==> config.mk <==
export PLATFORM = sky130hd
export DESIGN_NAME = memctl
export DESIGN_NICKNAME = d
export VERILOG_FILES = /design/src/rtl/memctl_pkg.sv /design/src/rtl/memctl_tcnt.sv /design/src/rtl/memctl.sv
export SDC_FILE = /design/constraint.sdc
export NUM_CORES = 1
export LEC_CHECK = 0
export ABC_AREA = 1
export CAP_MARGIN = 20
export CORE_MARGIN = 1.5
export CORE_UTILIZATION = 44
export DETAILED_ROUTE_END_ITERATION = 7
export PLACE_DENSITY = 0.92
export SYNTH_ARGS = -nofsm -noshare
export SYNTH_HDL_FRONTEND = slang
export SYNTH_SLANG_ARGS = --single-unit
export TNS_END_PERCENT = 100
==> constraint.sdc <==
create_clock -name clk -period 2.4 [get_ports clk]
set_clock_uncertainty 0.15 [all_clocks]
set_input_delay 0.36 -clock clk [delete_from_list [all_inputs] [get_ports clk]]
set_output_delay 0.36 -clock clk [all_outputs]
set_load 0.05 [all_outputs]
==> src/rtl/memctl_pkg.sv <==
// +----------------------------------------------------------------------------
// | memctl_pkg
// | Shared FSM state type, default timing and counter width for memctl.
// | Rev 1.0
// +----------------------------------------------------------------------------
`default_nettype none

package memctl_pkg;

    localparam int MEMCTL_CNT_W        = 4;
    localparam int MEMCTL_SETUP_DEF    = 1;
    localparam int MEMCTL_RAM_WAIT_DEF = 2;
    localparam int MEMCTL_FL_WAIT_DEF  = 6;
    localparam int MEMCTL_HOLD_DEF     = 1;
    localparam int MEMCTL_TURN_DEF     = 1;

    typedef enum logic [2:0] {
        ST_IDLE   = 3'd0,
        ST_SETUP  = 3'd1,
        ST_ACCESS = 3'd2,
        ST_HOLD   = 3'd3,
        ST_TURN   = 3'd4
    } memctl_state_t;

endpackage

`default_nettype wire

==> src/rtl/memctl_tcnt.sv <==
// +----------------------------------------------------------------------------
// | memctl_tcnt
// | Loadable down-counter with zero flag timing each memctl state.
// | Rev 1.0
// +----------------------------------------------------------------------------
`default_nettype none

module memctl_tcnt
    import memctl_pkg::*;
(
    input  logic                    clk,
    input  logic                    rst,
    input  logic                    i_load,
    input  logic [MEMCTL_CNT_W-1:0] i_load_val,
    input  logic                    i_dec,
    output logic                    o_zero
);

    logic [MEMCTL_CNT_W-1:0] r_cnt;

    always_ff @(posedge clk) begin
        if (rst) begin
            r_cnt <= '0;
        end else if (i_load) begin
            r_cnt <= i_load_val;
        end else if (i_dec && (r_cnt != '0)) begin
            r_cnt <= r_cnt - 1'b1;
        end
    end

    assign o_zero = (r_cnt == '0);

endmodule

`default_nettype wire

==> src/rtl/memctl.sv <==
// +----------------------------------------------------------------------------
// | memctl
// | Async SRAM / NOR flash strobe sequencer with setup, wait, hold, turnaround.
// | Optional macro MEMCTL_FLASH_WRITE_EN enables strobed flash writes.
// | Rev 1.0
// +----------------------------------------------------------------------------
`default_nettype none

module memctl
    import memctl_pkg::*;
#(
    parameter int SETUP    = MEMCTL_SETUP_DEF,
    parameter int RAM_WAIT = MEMCTL_RAM_WAIT_DEF,
    parameter int FL_WAIT  = MEMCTL_FL_WAIT_DEF,
    parameter int HOLD     = MEMCTL_HOLD_DEF,
    parameter int TURN     = MEMCTL_TURN_DEF
) (
    input  logic        clk,
    input  logic        rst,
    input  logic        req,
    input  logic        we,
    input  logic        sel_fl,
    input  logic [22:0] addr,
    input  logic [15:0] wdata,
    output logic [15:0] rdata,
    output logic        rdy,
    output logic        busy,
    output logic [22:0] ext_addr,
    output logic [15:0] ext_dq_o,
    output logic        ext_dq_oe,
    input  logic [15:0] ext_dq_i,
    output logic        ext_oe_n,
    output logic        ext_we_n,
    output logic        ext_ramcs_n,
    output logic        ext_flcs_n
);

`ifdef MEMCTL_FLASH_WRITE_EN
    localparam bit c_FL_WR_EN = 1'b1;
`else
    localparam bit c_FL_WR_EN = 1'b0;
`endif

    // Counter loads hold (cycles - 1) so the zero flag marks the last cycle
    localparam logic [MEMCTL_CNT_W-1:0] c_SETUP_LD = MEMCTL_CNT_W'(SETUP - 1);
    localparam logic [MEMCTL_CNT_W-1:0] c_RAM_LD   = MEMCTL_CNT_W'(RAM_WAIT - 1);
    localparam logic [MEMCTL_CNT_W-1:0] c_FL_LD    = MEMCTL_CNT_W'(FL_WAIT - 1);
    localparam logic [MEMCTL_CNT_W-1:0] c_HOLD_LD  = MEMCTL_CNT_W'(HOLD - 1);
    localparam logic [MEMCTL_CNT_W-1:0] c_TURN_LD  = MEMCTL_CNT_W'(TURN - 1);
    localparam bit                      c_HAS_TURN = (TURN > 0);

    memctl_state_t           r_state;
    memctl_state_t           w_state_nxt;
    logic                    r_we;
    logic                    r_sel;
    logic                    w_load;
    logic [MEMCTL_CNT_W-1:0] w_load_val;
    logic                    w_dec;
    logic                    w_zero;
    logic                    w_start;
    logic                    w_sample;
    logic                    w_rdy_nxt;
    logic                    w_we;
    logic                    w_sel;
    logic                    w_cs_act;
    logic                    w_acc_act;

    memctl_tcnt u_tcnt (
        .clk        (clk),
        .rst        (rst),
        .i_load     (w_load),
        .i_load_val (w_load_val),
        .i_dec      (w_dec),
        .o_zero     (w_zero)
    );

    always_ff @(posedge clk) begin
        if (rst) begin
            r_state <= ST_IDLE;
        end else begin
            r_state <= w_state_nxt;
        end
    end

    always_comb begin
        w_state_nxt = r_state;
        w_load      = 1'b0;
        w_load_val  = '0;
        w_dec       = 1'b0;
        w_start     = 1'b0;
        w_sample    = 1'b0;
        w_rdy_nxt   = 1'b0;
        case (r_state)
            ST_IDLE: begin
                if (req) begin
                    // Flash writes without the feature complete as a no-op
                    if (we && sel_fl && !c_FL_WR_EN) begin
                        w_rdy_nxt = 1'b1;
                    end else begin
                        w_state_nxt = ST_SETUP;
                        w_load      = 1'b1;
                        w_load_val  = c_SETUP_LD;
                        w_start     = 1'b1;
                    end
                end
            end
            ST_SETUP: begin
                if (w_zero) begin
                    w_state_nxt = ST_ACCESS;
                    w_load      = 1'b1;
                    w_load_val  = r_sel ? c_FL_LD : c_RAM_LD;
                end else begin
                    w_dec = 1'b1;
                end
            end
            ST_ACCESS: begin
                if (w_zero) begin
                    w_state_nxt = ST_HOLD;
                    w_load      = 1'b1;
                    w_load_val  = c_HOLD_LD;
                    w_sample    = !r_we;
                end else begin
                    w_dec = 1'b1;
                end
            end
            ST_HOLD: begin
                if (w_zero) begin
                    w_rdy_nxt = 1'b1;
                    if (!r_we && c_HAS_TURN) begin
                        w_state_nxt = ST_TURN;
                        w_load      = 1'b1;
                        w_load_val  = c_TURN_LD;
                    end else begin
                        w_state_nxt = ST_IDLE;
                    end
                end else begin
                    w_dec = 1'b1;
                end
            end
            ST_TURN: begin
                if (w_zero) begin
                    w_state_nxt = ST_IDLE;
                end else begin
                    w_dec = 1'b1;
                end
            end
            default: begin
                w_state_nxt = ST_IDLE;
            end
        endcase
    end

    // Outputs are registered from the next state so strobes are glitch-free
    assign w_we      = (r_state == ST_IDLE) ? we     : r_we;
    assign w_sel     = (r_state == ST_IDLE) ? sel_fl : r_sel;
    assign w_cs_act  = (w_state_nxt == ST_SETUP) || (w_state_nxt == ST_ACCESS) ||
                       (w_state_nxt == ST_HOLD);
    assign w_acc_act = (w_state_nxt == ST_ACCESS);

    always_ff @(posedge clk) begin
        if (rst) begin
            r_we        <= 1'b0;
            r_sel       <= 1'b0;
            ext_addr    <= '0;
            ext_dq_o    <= '0;
            ext_dq_oe   <= 1'b0;
            ext_oe_n    <= 1'b1;
            ext_we_n    <= 1'b1;
            ext_ramcs_n <= 1'b1;
            ext_flcs_n  <= 1'b1;
            rdata       <= '0;
            rdy         <= 1'b0;
            busy        <= 1'b0;
        end else begin
            ext_ramcs_n <= !(w_cs_act && !w_sel);
            ext_flcs_n  <= !(w_cs_act && w_sel);
            ext_oe_n    <= !(w_acc_act && !w_we);
            ext_we_n    <= !(w_acc_act && w_we);
            ext_dq_oe   <= w_cs_act && w_we;
            rdy         <= w_rdy_nxt;
            busy        <= (w_state_nxt != ST_IDLE);
            if (w_start) begin
                r_we     <= we;
                r_sel    <= sel_fl;
                ext_addr <= addr;
                ext_dq_o <= wdata;
            end
            if (w_sample) begin
                rdata <= ext_dq_i;
            end
        end
    end

endmodule

`default_nettype wire

==> qor.yml <==
finalHoldViolCount: 0
setup_viol: 0
synthXorXnorAreaFrac: 0.00992
die_x_um: 80.6
drt_iter0_drc: 127
ys_seq_area_frac: 0.537
vias_per_cell: 4.94
endpoint_kind: "primary output"
vias: 2656
postCtsHoldBufs: 0
row_count: 28
holdPathStages: 2
start_kind: "flop"
layout_common_cells: "nor2_1 (126), clkdlybuf4s50_1 (121), dfxtp_1 (71)"
synth-simple-area-share: 0.265
grt.total_usage: 0.208
drive_gt1_frac: 0.0670
finalWeightedCongestion: 0.845
synth_top_area_cell: "dfxtp_1"
root_buffer: "clkbuf_8"
power_density_nw_per_um2: 1230
grt_overflow: 0
final_nets: 519
required_ns: 1.89
synth-seq-cells: 71
initial_utilization: 0.453
multiInputGateArea_um2: 1070
wl_per_cell_um: 12.4
grt_setup_unrepaired: "no"
cts_buffers: 9
grt_pass1_vias: 2496
leakage_nw: 1.66
status: "completed"
synth_area_leaders: "dfxtp_1 (54%), nor2_1 (18%), o21ai_0 (9.5%)"
synthMuxAreaShare: 0
drcViolationCount: 0
reg2reg_depth: 5
fp.dieH_um: 80.6
dieArea_um2: 6490
p_total_w: 0.00500
finalCritPeriodShare: 0.850
ios: 122
yosysWarnings: 0
path_cells: "clkdlybuf4s50_1"
hold_path_class: "reg -> reg"
diodes: 0
max-vdd-ir-drop_mv: 0.655
crit_fanout: 2
hpwl_um: 4680
worstSetupPathType: "reg -> out"
slew_headroom: 0.548
crit_buf_inv: 1
cts_setup_buffers: 0
grt_pass1_wl_um: 10600
yosysTopAreaCellShare: 0.537
cts_tree: "built"
wl_um: 6670
ff_latch_area_um2: 1420
final_common_cell: "nor2_1"
syn_area_per_cell_um2: 7.79
first_pass_iters: 4
fin_crit_ns: 2.04
clk_pin_slew_ns: 0.09
synthAdderAreaFrac: 0.00473
core-area_um2: 5850
slowest_stage: "clkdlybuf4s50_1"
n_fill_cell: 443
fin_setup_tns_ns: 0
cpPeakStageDelay_ns: 0.82
grt_max_degree: 51
fmax_mhz: 490
io_buffers: 121
area.growth.synth_to_final_pct: 53.7
antenna_found_initial: 0
maxCapViolCount: 0
synth_top_family_by_area: "simple AND/OR/NAND/NOR gates"
ant_nets: 0
crit_arrival_ns: 1.53
syn_area_um2: 2650
crit_cells: 1
maxSlewViolCount: 0
syn_nets: 401
cp_top_family: "buffers and inverters"
post_cts_resized: 0
clockBufferDepth: 2
clkSinkCount: 71
synth_compound_area_frac: 0.126
yosysUniqueCellTypes: 30
synth_cells: 340
clock_latency_ns: 0.33
tightestPinTransition_ns: 0.677
htreeDepth: 3
cell type report:
| cell class | instances | share of cell area |
|---|---|---|
| Multi-Input combinational cell | 236 | 0.264 |
| Timing Repair Buffer | 124 | 0.303 |
| Clock buffer | 9 | 0.0304 |
| Tap cell | 75 | 0.0231 |
| Clock inverter | 7 | 0.0151 |
| Sequential cell | 71 | 0.349 |
| Inverter | 16 | 0.0154 |
cell families after synthesis:
group                      count (synthesis)
xor gates and xnor gates                   3
DFF                                       71
AOI/OAI and AO/OA                         64
and+or+nand+nor                          168
buffers and inverters                     33
adders and majority gates                  1
metal layers:
layer / track usage / vias to the layer above / routed length (µm)
met5: 0 / - / 0
met2: 0.360 / 107 / 3280
met4: 0.0966 / 0 / 122
li1: - / 1325 / -
met3: 0.0545 / 15 / 484
met1: 0.236 / 1209 / 2780
Yosys cell counts:
| cell | n |
|---|---|
| nand2_2 | 3 |
| a221oi_1 | 1 |
| clkbuf_1 | 6 |
| a31oi_1 | 1 |
| nand2_4 | 1 |
| nand3_1 | 12 |
| dfxtp_1 | 71 |
| buf_2 | 9 |
| buf_6 | 2 |
| o21ai_1 | 6 |
| inv_2 | 1 |
| nand2_1 | 17 |
| nand4_1 | 1 |
| inv_4 | 1 |
| nand3_2 | 1 |
| nor2_1 | 126 |
| a21oi_1 | 3 |
| nor2_4 | 3 |
| inv_1 | 13 |
| a41oi_1 | 1 |
| xnor2_1 | 1 |
| o211ai_1 | 1 |
| nand3b_1 | 1 |
| o21ai_0 | 50 |
| o22ai_1 | 1 |
| nor2_2 | 2 |
| ha_1 | 1 |
| clkinv_1 | 1 |
| nor3_1 | 1 |
| xor2_1 | 2 |
registers in the layout, indices dropped and copies added, names as in the netlist:
register,cells
busy,1
r_sel,1
rdata,16
ext_ramcs_n,1
ext_flcs_n,1
ext_dq_oe,1
ext_we_n,1
ext_oe_n,1
r_we,1
u_tcnt.r_cnt,4
ext_dq_o,16
ext_addr,23
r_state,3
rdy,1
report_power, final:
part	internal, W	switching, W	total, W
logic	0.000805	0.00168	0.00248
registers	0.00148	0.000154	0.00163
clock network	0.000397	0.000492	0.000889
total	0.00268	0.00232	0.00500
worst paths after layout:
| path | from | to | slack [ns] |
|---|---|---|---|
| worst max register to register | r_state[2] | r_we | 0.68 |
| worst max-delay path | rdata[10] | rdata[10] | 0.36 |
| worst min register to register | rdata[7] | rdata[7] | 0.34 |
| worst min-delay path | rdata[7] | rdata[7] | 0.34 |
per-stage QoR:
| step | area (µm²) | util | hold WS (ns) | worst slack (ns) | instances |
|---|---|---|---|---|---|
| 2_1_floorplan | 2650 | - | 0.304 | 0.881 | 340 |
| 3_3_place_gp | 3880 | 0.664 | 0.313 | 0.317 | 522 |
| 3_5_place_dp | 3880 | 0.664 | 0.323 | 0.242 | 522 |
| 4_1_cts | 4070 | 0.696 | 0.342 | 0.345 | 538 |
| 5_1_grt | 4070 | 0.696 | 0.362 | 0.318 | 538 |
| 6_report | 4070 | 0.696 | 0.343 | 0.360 | 538 |
Power figures use the tool's default switching activity.
